==> src/rtl/mem_ss_rst_cal_seq.sv <==
// Memory-subsystem reset and EMIF calibration sequencer.
// Optional macro MEM_SS_CAL_RETRY_EN: retry after errors, up to MAX_RETRY times.
module mem_ss_rst_cal_seq #(
   parameter int NUM_CH        = 4,
   parameter int RST_PULSE_CYC = 16,
   parameter int ACK_TIMEOUT   = 1024,
   parameter int CAL_TIMEOUT   = 1048576,
   parameter int STABLE_CYC    = 3,
   parameter int MAX_RETRY     = 2
) (
   input  logic              clk,
   input  logic              rst,
   input  logic              start,
   input  logic [NUM_CH-1:0] ch_mask,
   output logic              mem_ss_rst_req,
   input  logic              mem_ss_rst_ack_n,
   input  logic [NUM_CH-1:0] mem_ss_cal_success,
   input  logic [NUM_CH-1:0] mem_ss_cal_fail,
   output logic              busy,
   output logic              ready,
   output logic              fail,
   output logic [NUM_CH-1:0] cal_status,
   output logic [1:0]        fail_code,
   output logic [1:0]        retry_cnt
);

   localparam int TMR_W = $clog2(CAL_TIMEOUT + 1);
   localparam int STB_W = (STABLE_CYC < 2) ? 1 : $clog2(STABLE_CYC + 1);

   localparam logic [TMR_W-1:0] TMR_MAX    = '1;
   localparam logic [TMR_W-1:0] PULSE_LAST = TMR_W'(RST_PULSE_CYC - 1);
   localparam logic [TMR_W-1:0] ACK_TO     = TMR_W'(ACK_TIMEOUT);
   localparam logic [TMR_W-1:0] CAL_TO     = TMR_W'(CAL_TIMEOUT);
   localparam logic [STB_W-1:0] STB_DONE   = STB_W'(STABLE_CYC);

`ifdef MEM_SS_CAL_RETRY_EN
   localparam logic [1:0] RETRY_GATE = 2'b11;
`else
   localparam logic [1:0] RETRY_GATE = 2'b00;
`endif
   // A zero limit means every error is terminal.
   localparam logic [1:0] RETRY_LIM = 2'(MAX_RETRY) & RETRY_GATE;

   localparam logic [1:0] FC_NONE = 2'd0;
   localparam logic [1:0] FC_ACK  = 2'd1;
   localparam logic [1:0] FC_CTO  = 2'd2;
   localparam logic [1:0] FC_CAL  = 2'd3;

   typedef enum logic [2:0] {
      S_IDLE,
      S_RST_ASSERT,
      S_RST_RELEASE,
      S_CAL_WAIT,
      S_CAL_STABLE,
      S_DONE,
      S_FAIL
   } state_t;

   state_t            state;
   logic [TMR_W-1:0]  timer;
   logic [STB_W-1:0]  stb_cnt;
   logic [NUM_CH-1:0] mask_q;

   logic [TMR_W-1:0]  tmr_inc;
   logic [STB_W-1:0]  stb_nxt;
   logic              cal_ok;
   logic              cal_bad;
   logic              pulse_ok;
   logic              err;
   logic [1:0]        err_code;

   // Saturating timer step, channel conditions and per-state error detection.
   always_comb begin
      tmr_inc  = (timer == TMR_MAX) ? timer : timer + 1'b1;
      stb_nxt  = stb_cnt + 1'b1;
      cal_ok   = ((mem_ss_cal_success & mask_q) == mask_q);
      cal_bad  = |(mem_ss_cal_fail & mask_q);
      pulse_ok = (timer >= PULSE_LAST) && !mem_ss_rst_ack_n;
      err      = 1'b0;
      err_code = FC_NONE;
      unique case (state)
         S_RST_ASSERT: begin
            if (!pulse_ok && timer >= ACK_TO) begin
               err      = 1'b1;
               err_code = FC_ACK;
            end
         end
         S_RST_RELEASE: begin
            if (!mem_ss_rst_ack_n && timer >= ACK_TO) begin
               err      = 1'b1;
               err_code = FC_ACK;
            end
         end
         S_CAL_WAIT: begin
            if (cal_bad) begin
               err      = 1'b1;
               err_code = FC_CAL;
            end else if (!cal_ok && timer >= CAL_TO) begin
               err      = 1'b1;
               err_code = FC_CTO;
            end
         end
         S_CAL_STABLE: begin
            if (cal_bad) begin
               err      = 1'b1;
               err_code = FC_CAL;
            end
         end
         default: begin
            err      = 1'b0;
            err_code = FC_NONE;
         end
      endcase
   end

   // Sequencer FSM with registered outputs.
   always_ff @(posedge clk or posedge rst) begin
      if (rst) begin
         state          <= S_IDLE;
         timer          <= '0;
         stb_cnt        <= '0;
         mask_q         <= '0;
         mem_ss_rst_req <= 1'b0;
         busy           <= 1'b0;
         ready          <= 1'b0;
         fail           <= 1'b0;
         cal_status     <= '0;
         fail_code      <= FC_NONE;
         retry_cnt      <= 2'd0;
      end else begin
         cal_status <= mem_ss_cal_success & mask_q;
         if (err) begin
            fail_code <= err_code;
            stb_cnt   <= '0;
            timer     <= '0;
            if (retry_cnt < RETRY_LIM) begin
               retry_cnt      <= retry_cnt + 2'd1;
               state          <= S_RST_ASSERT;
               mem_ss_rst_req <= 1'b1;
            end else begin
               state          <= S_FAIL;
               mem_ss_rst_req <= 1'b0;
               busy           <= 1'b0;
               fail           <= 1'b1;
            end
         end else begin
            unique case (state)
               S_IDLE, S_DONE, S_FAIL: begin
                  if (start) begin
                     mask_q    <= ch_mask;
                     fail      <= 1'b0;
                     fail_code <= FC_NONE;
                     retry_cnt <= 2'd0;
                     timer     <= '0;
                     stb_cnt   <= '0;
                     if (ch_mask == '0) begin
                        state <= S_DONE;
                        ready <= 1'b1;
                        busy  <= 1'b0;
                     end else begin
                        state          <= S_RST_ASSERT;
                        ready          <= 1'b0;
                        busy           <= 1'b1;
                        mem_ss_rst_req <= 1'b1;
                     end
                  end
               end
               S_RST_ASSERT: begin
                  if (pulse_ok) begin
                     state          <= S_RST_RELEASE;
                     mem_ss_rst_req <= 1'b0;
                     timer          <= '0;
                  end else begin
                     timer <= tmr_inc;
                  end
               end
               S_RST_RELEASE: begin
                  if (mem_ss_rst_ack_n) begin
                     state <= S_CAL_WAIT;
                     timer <= '0;
                  end else begin
                     timer <= tmr_inc;
                  end
               end
               S_CAL_WAIT: begin
                  timer <= tmr_inc;
                  if (cal_ok) begin
                     if (STABLE_CYC <= 1) begin
                        state <= S_DONE;
                        ready <= 1'b1;
                        busy  <= 1'b0;
                     end else begin
                        state   <= S_CAL_STABLE;
                        stb_cnt <= STB_W'(1);
                     end
                  end
               end
               S_CAL_STABLE: begin
                  // Timer keeps running so a glitchy channel cannot
                  // extend the overall calibration budget.
                  timer <= tmr_inc;
                  if (!cal_ok) begin
                     state <= S_CAL_WAIT;
                  end else if (stb_nxt >= STB_DONE) begin
                     state <= S_DONE;
                     ready <= 1'b1;
                     busy  <= 1'b0;
                  end else begin
                     stb_cnt <= stb_nxt;
                  end
               end
               default: begin
                  state          <= S_IDLE;
                  mem_ss_rst_req <= 1'b0;
                  busy           <= 1'b0;
               end
            endcase
         end
      end
   end

endmodule

==> config.mk <==
export PLATFORM = sky130hd
export DESIGN_NAME = mem_ss_rst_cal_seq
export DESIGN_NICKNAME = d
export VERILOG_FILES = /design/src/rtl/mem_ss_rst_cal_seq.sv
export SDC_FILE = /design/constraint.sdc
export NUM_CORES = 1
export LEC_CHECK = 0
export CORE_MARGIN = 1.5
export CORE_UTILIZATION = 28
export CTS_BUF_LIST = sky130_fd_sc_hd__clkbuf_16
export DETAILED_ROUTE_END_ITERATION = 6
export GPL_TIMING_DRIVEN = 0
export PLACE_DENSITY_LB_ADDON = 0.2
export SYNTH_ARGS = -nofsm -noshare
export SYNTH_HDL_FRONTEND = slang
export SYNTH_SLANG_ARGS = --single-unit
==> constraint.sdc <==
create_clock -name clk -period 2.75 [get_ports clk]
set_input_delay 0.825 -clock clk [delete_from_list [all_inputs] [get_ports clk]]
set_output_delay 0.825 -clock clk [all_outputs]
set_load 0.02 [all_outputs]
# Word level (Yosys, flattened, before mapping)
# Index checks and enable logic that the tools add are counted.
classes:
  n_addsub: 3
  magnitude_cmp: 5
  eq_ne: 24
  mux: 60
  bitwise: 3
  reduce_logical: 29
op_table:
  columns: ["op", "n"]
  rows:
  - ["$mux W21", 5]
  - ["$pmux W21 S4", 1]
  - ["$mux W3", 9]
  - ["$mux W1", 26]
  - ["$mux W2", 12]
  - ["$ne A3 B3 Y1 const B", 8]
  - ["$add A21 B1 Y21 const B", 1]
  - ["$eq A21 B21 Y1 const B", 1]
  - ["$ge A21 B11 Y1 const B", 1]
  - ["$ge A21 B21 Y1 const B", 1]
  - ["$ge A21 B4 Y1 const B", 1]
  - ["$reduce_and A5 Y1", 4]
  - ["$pmux W3 S5", 1]
  - ["$eq A3 B3 Y1 const B", 3]
  - ["$reduce_and A3 Y1", 3]
  - ["$reduce_or A3 Y1", 3]
  - ["$and A4 B4 Y4", 2]
  - ["$ne A2 B2 Y1 const B", 4]
  - ["$pmux W2 S4", 1]
  - ["$eq A3 B2 Y1 const B", 2]
  - ["$ne A2 B1 Y1 const B", 3]
  - ["$pmux W1 S3", 2]
  - ["$pmux W2 S3", 1]
  - ["$reduce_bool A2 Y1", 3]
  - ["other kinds (19)", 26]
totals:
  register_bits: 42
  input_bits: 16
  output_inout_bits: 12
  wordCells: 135

# Logic depth before layout (Yosys ltp)
depth:
  depth_word: 9
  mapped_depth: 8

# Worst setup path before layout
# No wires, ideal clock.
synth_path:
  path_kind: "input -> register"
  startpoint: "in ch_mask[1]"
  endpoint: "reg mem_ss_rst_req"
  setup_time_ps: 135
  arrival_ps: 2056
  path_slack_ps: 559
  path_stages: 5
  path_buffers: 1
  path_cell_list: "or4_1 clkbuf_1 maj3_1 a31oi_1 a21oi_1"
synth_between:
  elab_chain_cells: 3
synth_rtl:
  columns: ["element", "line", "text"]
  rows:
  - ["from (decl)", "14", "input logic [NUM_CH-1:0] ch_mask,"]
  - ["$logic_not A4 Y1", "156", "if (ch_mask == '0) begin"]
  - ["$ne A3 B3 Y1 (no line)", null, null]
  - ["$reduce_and A4 Y1 (no line)", null, null]
  - ["to (signal assigned)", "142", "mem_ss_rst_req <= 1'b0;"]
  - ["to (signal assigned)", "164", "mem_ss_rst_req <= 1'b1;"]
  - ["to (signal assigned)", "171", "mem_ss_rst_req <= 1'b0;"]
  - ["to (decl)", "15", "output logic mem_ss_rst_req,"]
# Every way passes these cells.
# A chain may end at the register's enable or synchronous reset.

# Worst setup path in the final report
layout_path:
  startpoint: "in mem_ss_cal_success[1]"
  endpoint: "reg mem_ss_rst_req"
layout_between:
  elab_chain_cells: 9
layout_rtl:
  columns: ["element", "line", "text"]
  rows:
  - ["from (decl)", "17", "input logic [NUM_CH-1:0] mem_ss_cal_success,"]
  - ["$and A4 B4 Y4 (*)", "76", "cal_ok = ((mem_ss_cal_success & mask_q) == mask_q);"]
  - ["$eq A4 B4 Y1 (*)", "76", null]
  - ["$logic_not A1 Y1 (*)", null, null]
  - ["$logic_and A1 B1 Y1 (*)", "98", "end else if (!cal_ok && timer >= CAL_TO) begin"]
  - ["$mux W1 (*)", "98", null]
  - ["$mux W1 (*)", "95", "if (cal_bad) begin"]
  - ["$pmux W1 S4 (*)", "81", "unique case (state)"]
  - ["$ne A3 B3 Y1 (no line) / $ne A2 B1 Y1 (equally long branches)", null, null]
  - ["$reduce_and A4 Y1 (no line)", null, null]
  - ["to (signal assigned)", "123", "mem_ss_rst_req <= 1'b0;"]
  - ["to (signal assigned)", "139", "mem_ss_rst_req <= 1'b1;"]
  - ["to (signal assigned)", "142", null]
# Every way passes the cells marked *; elsewhere a longest branch is shown, timed or not.

==> impl_metrics.xml <==
<?xml version="1.0" encoding="UTF-8"?>
<metrics>
  <group name="clock_tree">
    <metric name="post_cts_resize_count" unit="">0</metric>
    <metric name="hold_bufs_at_cts" unit="">0</metric>
    <metric name="numClockSinks" unit="">40</metric>
    <metric name="htreeDepth" unit="">2</metric>
    <metric name="cts-root-buf" unit="">clkbuf_16</metric>
    <metric name="cts_tree" unit="">built</metric>
    <metric name="clock_latency" unit="ns">0.28</metric>
    <metric name="numCtsBuffers" unit="">5</metric>
    <metric name="clkTransAtPathRegs" unit="ns">0.06</metric>
    <metric name="cts_post_setup_buffers_inserted" unit="">0</metric>
    <metric name="clock_path_buffers" unit="">2</metric>
  </group>
  <group name="worst_setup_path">
    <metric name="cp-start-kind" unit="">input port</metric>
    <metric name="critPathCaptureType" unit="">register</metric>
    <metric name="worstPathRequired" unit="ns">2.96</metric>
    <metric name="worst-setup-path-type" unit="">in2reg</metric>
    <metric name="crit_arrival" unit="ns">2.75</metric>
    <metric name="maximum_fanout_encountered_on_the_critical_timing_path" unit="">6</metric>
  </group>
  <group name="global_routing">
    <metric name="grt.total_usage" unit="%">14.5</metric>
    <metric name="global_route_wire_length_before_repair" unit="mm">11.6</metric>
    <metric name="number_of_global_route_vias_before_repair" unit="">2264</metric>
    <metric name="grt_antenna_before_repair" unit="">0</metric>
    <metric name="overflow" unit="">0</metric>
    <metric name="grt_max_degree" unit="">28</metric>
  </group>
  <group name="routing">
    <metric name="route.antenna.remaining_nets" unit="">0</metric>
    <metric name="dr.pass1.iters" unit="">5</metric>
    <metric name="drt-total-wl" unit="mm">6.80</metric>
    <metric name="drt-vias-per-instance" unit="">5.29</metric>
    <metric name="detail_route.drc_violations" unit="">0</metric>
    <metric name="average_wire_length_per_cell_after_detail_routing" unit="um">15.3</metric>
    <metric name="num_vias" unit="">2353</metric>
    <metric name="drt_iter0_markers" unit="">91</metric>
  </group>
  <group name="logic_synthesis">
    <metric name="synth_area_per_cell" unit="um2">9.44</metric>
    <metric name="cell_types_with_the_largest_area_share_after_synthesis" unit="">dfrtp_1, a21oi_1, nand3_1, nand2_1, buf_6</metric>
    <metric name="postSynth.topFlopCell" unit="">dfrtp_1</metric>
    <metric name="post_synthesis_instance_total" unit="">282</metric>
    <metric name="netlist.top_cell.by_area" unit="">dfrtp_1</metric>
    <metric name="synth.yosys.warnings" unit="">0</metric>
    <metric name="postSynthRegisterBits" unit="">40</metric>
    <metric name="syn-cell-area" unit="um2">2660</metric>
    <metric name="synth_top_cell_area_share" unit="%">37.6</metric>
    <metric name="number_of_enable_flip_flop_cells_after_synthesis" unit="">0</metric>
    <metric name="netlist-cell-type-count" unit="">69</metric>
    <metric name="asyncSetResetFlopFracSynth" unit="%">100</metric>
    <metric name="synth_sequential_area_ratio" unit="%">37.6</metric>
  </group>
  <group name="sta">
    <metric name="finalCriticalPeriod" unit="ns">2.54</metric>
    <metric name="setup_slack" unit="ns">0.209</metric>
    <metric name="slew_headroom" unit="%">58.7</metric>
    <metric name="rsz0062_at_grt" unit="">no</metric>
    <metric name="setup_violations" unit="">0</metric>
    <metric name="maxSlewViolCount" unit="">0</metric>
    <metric name="timing.final.crit_share" unit="%">92.4</metric>
    <metric name="worst_pin_slew" unit="ns">0.618</metric>
    <metric name="achievable-frequency" unit="MHz">394</metric>
    <metric name="worst_case_clock_skew" unit="ns">0.00728</metric>
    <metric name="timing.final.hold_violations" unit="">0</metric>
  </group>
  <group name="placement">
    <metric name="place.detailed.hpwl" unit="mm">4.88</metric>
    <metric name="port_buffers" unit="">24</metric>
    <metric name="place.gp.congestion" unit="">0.795</metric>
    <metric name="place_worst_setup_slack" unit="ns">-0.180</metric>
  </group>
  <group name="floorplan">
    <metric name="die_h" unit="um">100</metric>
    <metric name="die_width" unit="um">100</metric>
    <metric name="floorplan.die_area" unit="um2">10100</metric>
    <metric name="placeableCoreArea" unit="um2">9240</metric>
    <metric name="design.portCount" unit="">28</metric>
    <metric name="initial_utilization" unit="%">28.8</metric>
    <metric name="floorplan.rows" unit="">35</metric>
  </group>
  <group name="layout">
    <metric name="areaGrowthSynthToFinish" unit="%">22.5</metric>
    <metric name="layout-drive-gt1-share" unit="%">14.2</metric>
    <metric name="ff_latch_area" unit="um2">1000</metric>
    <metric name="layout.filler_cells" unit="">929</metric>
    <metric name="nNetsFinal" unit="">335</metric>
    <metric name="area_used_by_multi_input_combinational_logic" unit="um2">1510</metric>
    <metric name="antenna_cells_inserted" unit="">0</metric>
  </group>
  <group name="min_path">
    <metric name="worstHoldPathType" unit="">reg2reg</metric>
  </group>
  <group name="power">
    <metric name="worst_ir_drop_vdd" unit="V">0.000320</metric>
    <metric name="static_power_due_to_leakage" unit="nW">1.31</metric>
    <metric name="power_per_cell_area" unit="nW/um2">958</metric>
    <metric name="power" unit="mW">3.12</metric>
  </group>
  <group name="status">
    <metric name="status" unit="">complete, no violations</metric>
  </group>
  <group name="flow_run">
    <metric name="maxCapViolCount" unit="">0</metric>
  </group>
</metrics>
## cell usage after synthesis, types with 5 or more instances
library cell / count
mux2_2: 5
and3_1: 5
a21oi_1: 28
nand3_1: 16
or3_1: 8
o31ai_1: 6
and2_1: 8
nor2_1: 13
nand2_1: 21
nand4_1: 6
dfrtp_1: 40
inv_1: 10
o21ai_0: 10
buf_6: 5
or4_1: 6
buf_2: 6
## sequential cells by signal (all words and copies together) (netlist names)
signal,cells
fail_code,2
stb_cnt,2
cal_status,4
ready,1
fail,1
timer,21
mem_ss_rst_req,1
mask_q,4
state,3
busy,1
## critical path: stages
cell and delay, ns:
clkdlybuf4s50_1 0.48, nor2b_1 0.08, o41a_2 0.57, a221oi_4 0.40, o311ai_0 0.23, a21oi_1 0.17
## where the power goes
part | internal, mW | total (mW) | switching (mW)
Sequential | 0.737 | 0.845 | 0.108
Combinational | 0.684 | 1.61 | 0.928
Clock | 0.424 | 0.666 | 0.243
## cell type report
| type | count | area share (%) |
|---|---|---|
| Sequential cell | 40 | 30.7 |
| Multi-Input combinational cell | 214 | 46.3 |
| Clock inverter | 3 | 1.19 |
| Tap cell | 129 | 4.95 |
| Buffer | 17 | 3.65 |
| Timing Repair Buffer | 25 | 7.98 |
| Inverter | 12 | 1.38 |
| Clock buffer | 5 | 3.84 |
## worst paths after layout
kind	to	slack, ns	depth (start not counted)	start
worst max-delay path	mem_ss_rst_req	0.21	6	mem_ss_cal_success[1]
worst min-delay path	fail	0.48	2	fail
worst max register to register	timer[6]	0.55	8	timer[0]
worst min register to register	fail	0.48	2	fail
max in group asynchronous	timer[16]	1.47	3	rst
min in group asynchronous	timer[0]	0.83	2	rst
## per-stage QoR
stage	hold slack, ns	util [%]	cell area (um2)	setup TNS, ns	cells
4_1_cts	0.485	35.2	3250	0	445
2_1_floorplan	0.460	-	2670	0	283
3_3_place_gp	0.462	33.2	3070	-4.52	436
3_5_place_dp	0.469	33.4	3090	-0.938	437
5_1_grt	0.528	35.3	3260	0	445
6_report	0.477	35.3	3260	0	445
## cells by family after synthesis
kind of cell	after synthesis	synth area share [%]
simple gates	114	25.5
compound gates	83	23.8
flops	40	37.6
buf+inv	29	6.16
mux	7	2.87
fa+ha+maj	6	2.96
xor+xnor	2	0.941
other cells	1	0.141
## metal layers
layer  part of all wire, %  track usage, %  vias up  wire (um)
met2                    47            23.7       51       3220
li1                      -               -     1147          -
met1                    47            19.6     1147       3220
met5                     0               0        -          0
met4                   1.3            4.12        0         85
met3                   4.0            2.57        8        273
## layout by cell type, fill, tap and decap left out, types with 3 or more instances in the layout
master,netlist,routed
clkdlybuf4s50_1,0,24
buf_2,6,6
ha_1,3,3
buf_6,5,5
o31ai_1,6,6
o41ai_1,3,3
or4b_1,3,3
and2_1,8,8
nand2_1,21,21
o21ai_0,10,10
dfrtp_1,40,40
a31oi_1,3,3
inv_1,10,10
and3_1,5,5
mux2_2,5,5
nor2b_1,4,4
clkbuf_16,0,5
a21oi_1,28,28
nand3_1,16,16
or4_1,6,6
or3_1,8,8
inv_2,2,3
nor3_1,4,4
nor2_1,13,13
nand4_1,6,6
a22oi_1,3,3
and4_1,4,4
Power figures use the tool's default switching activity.
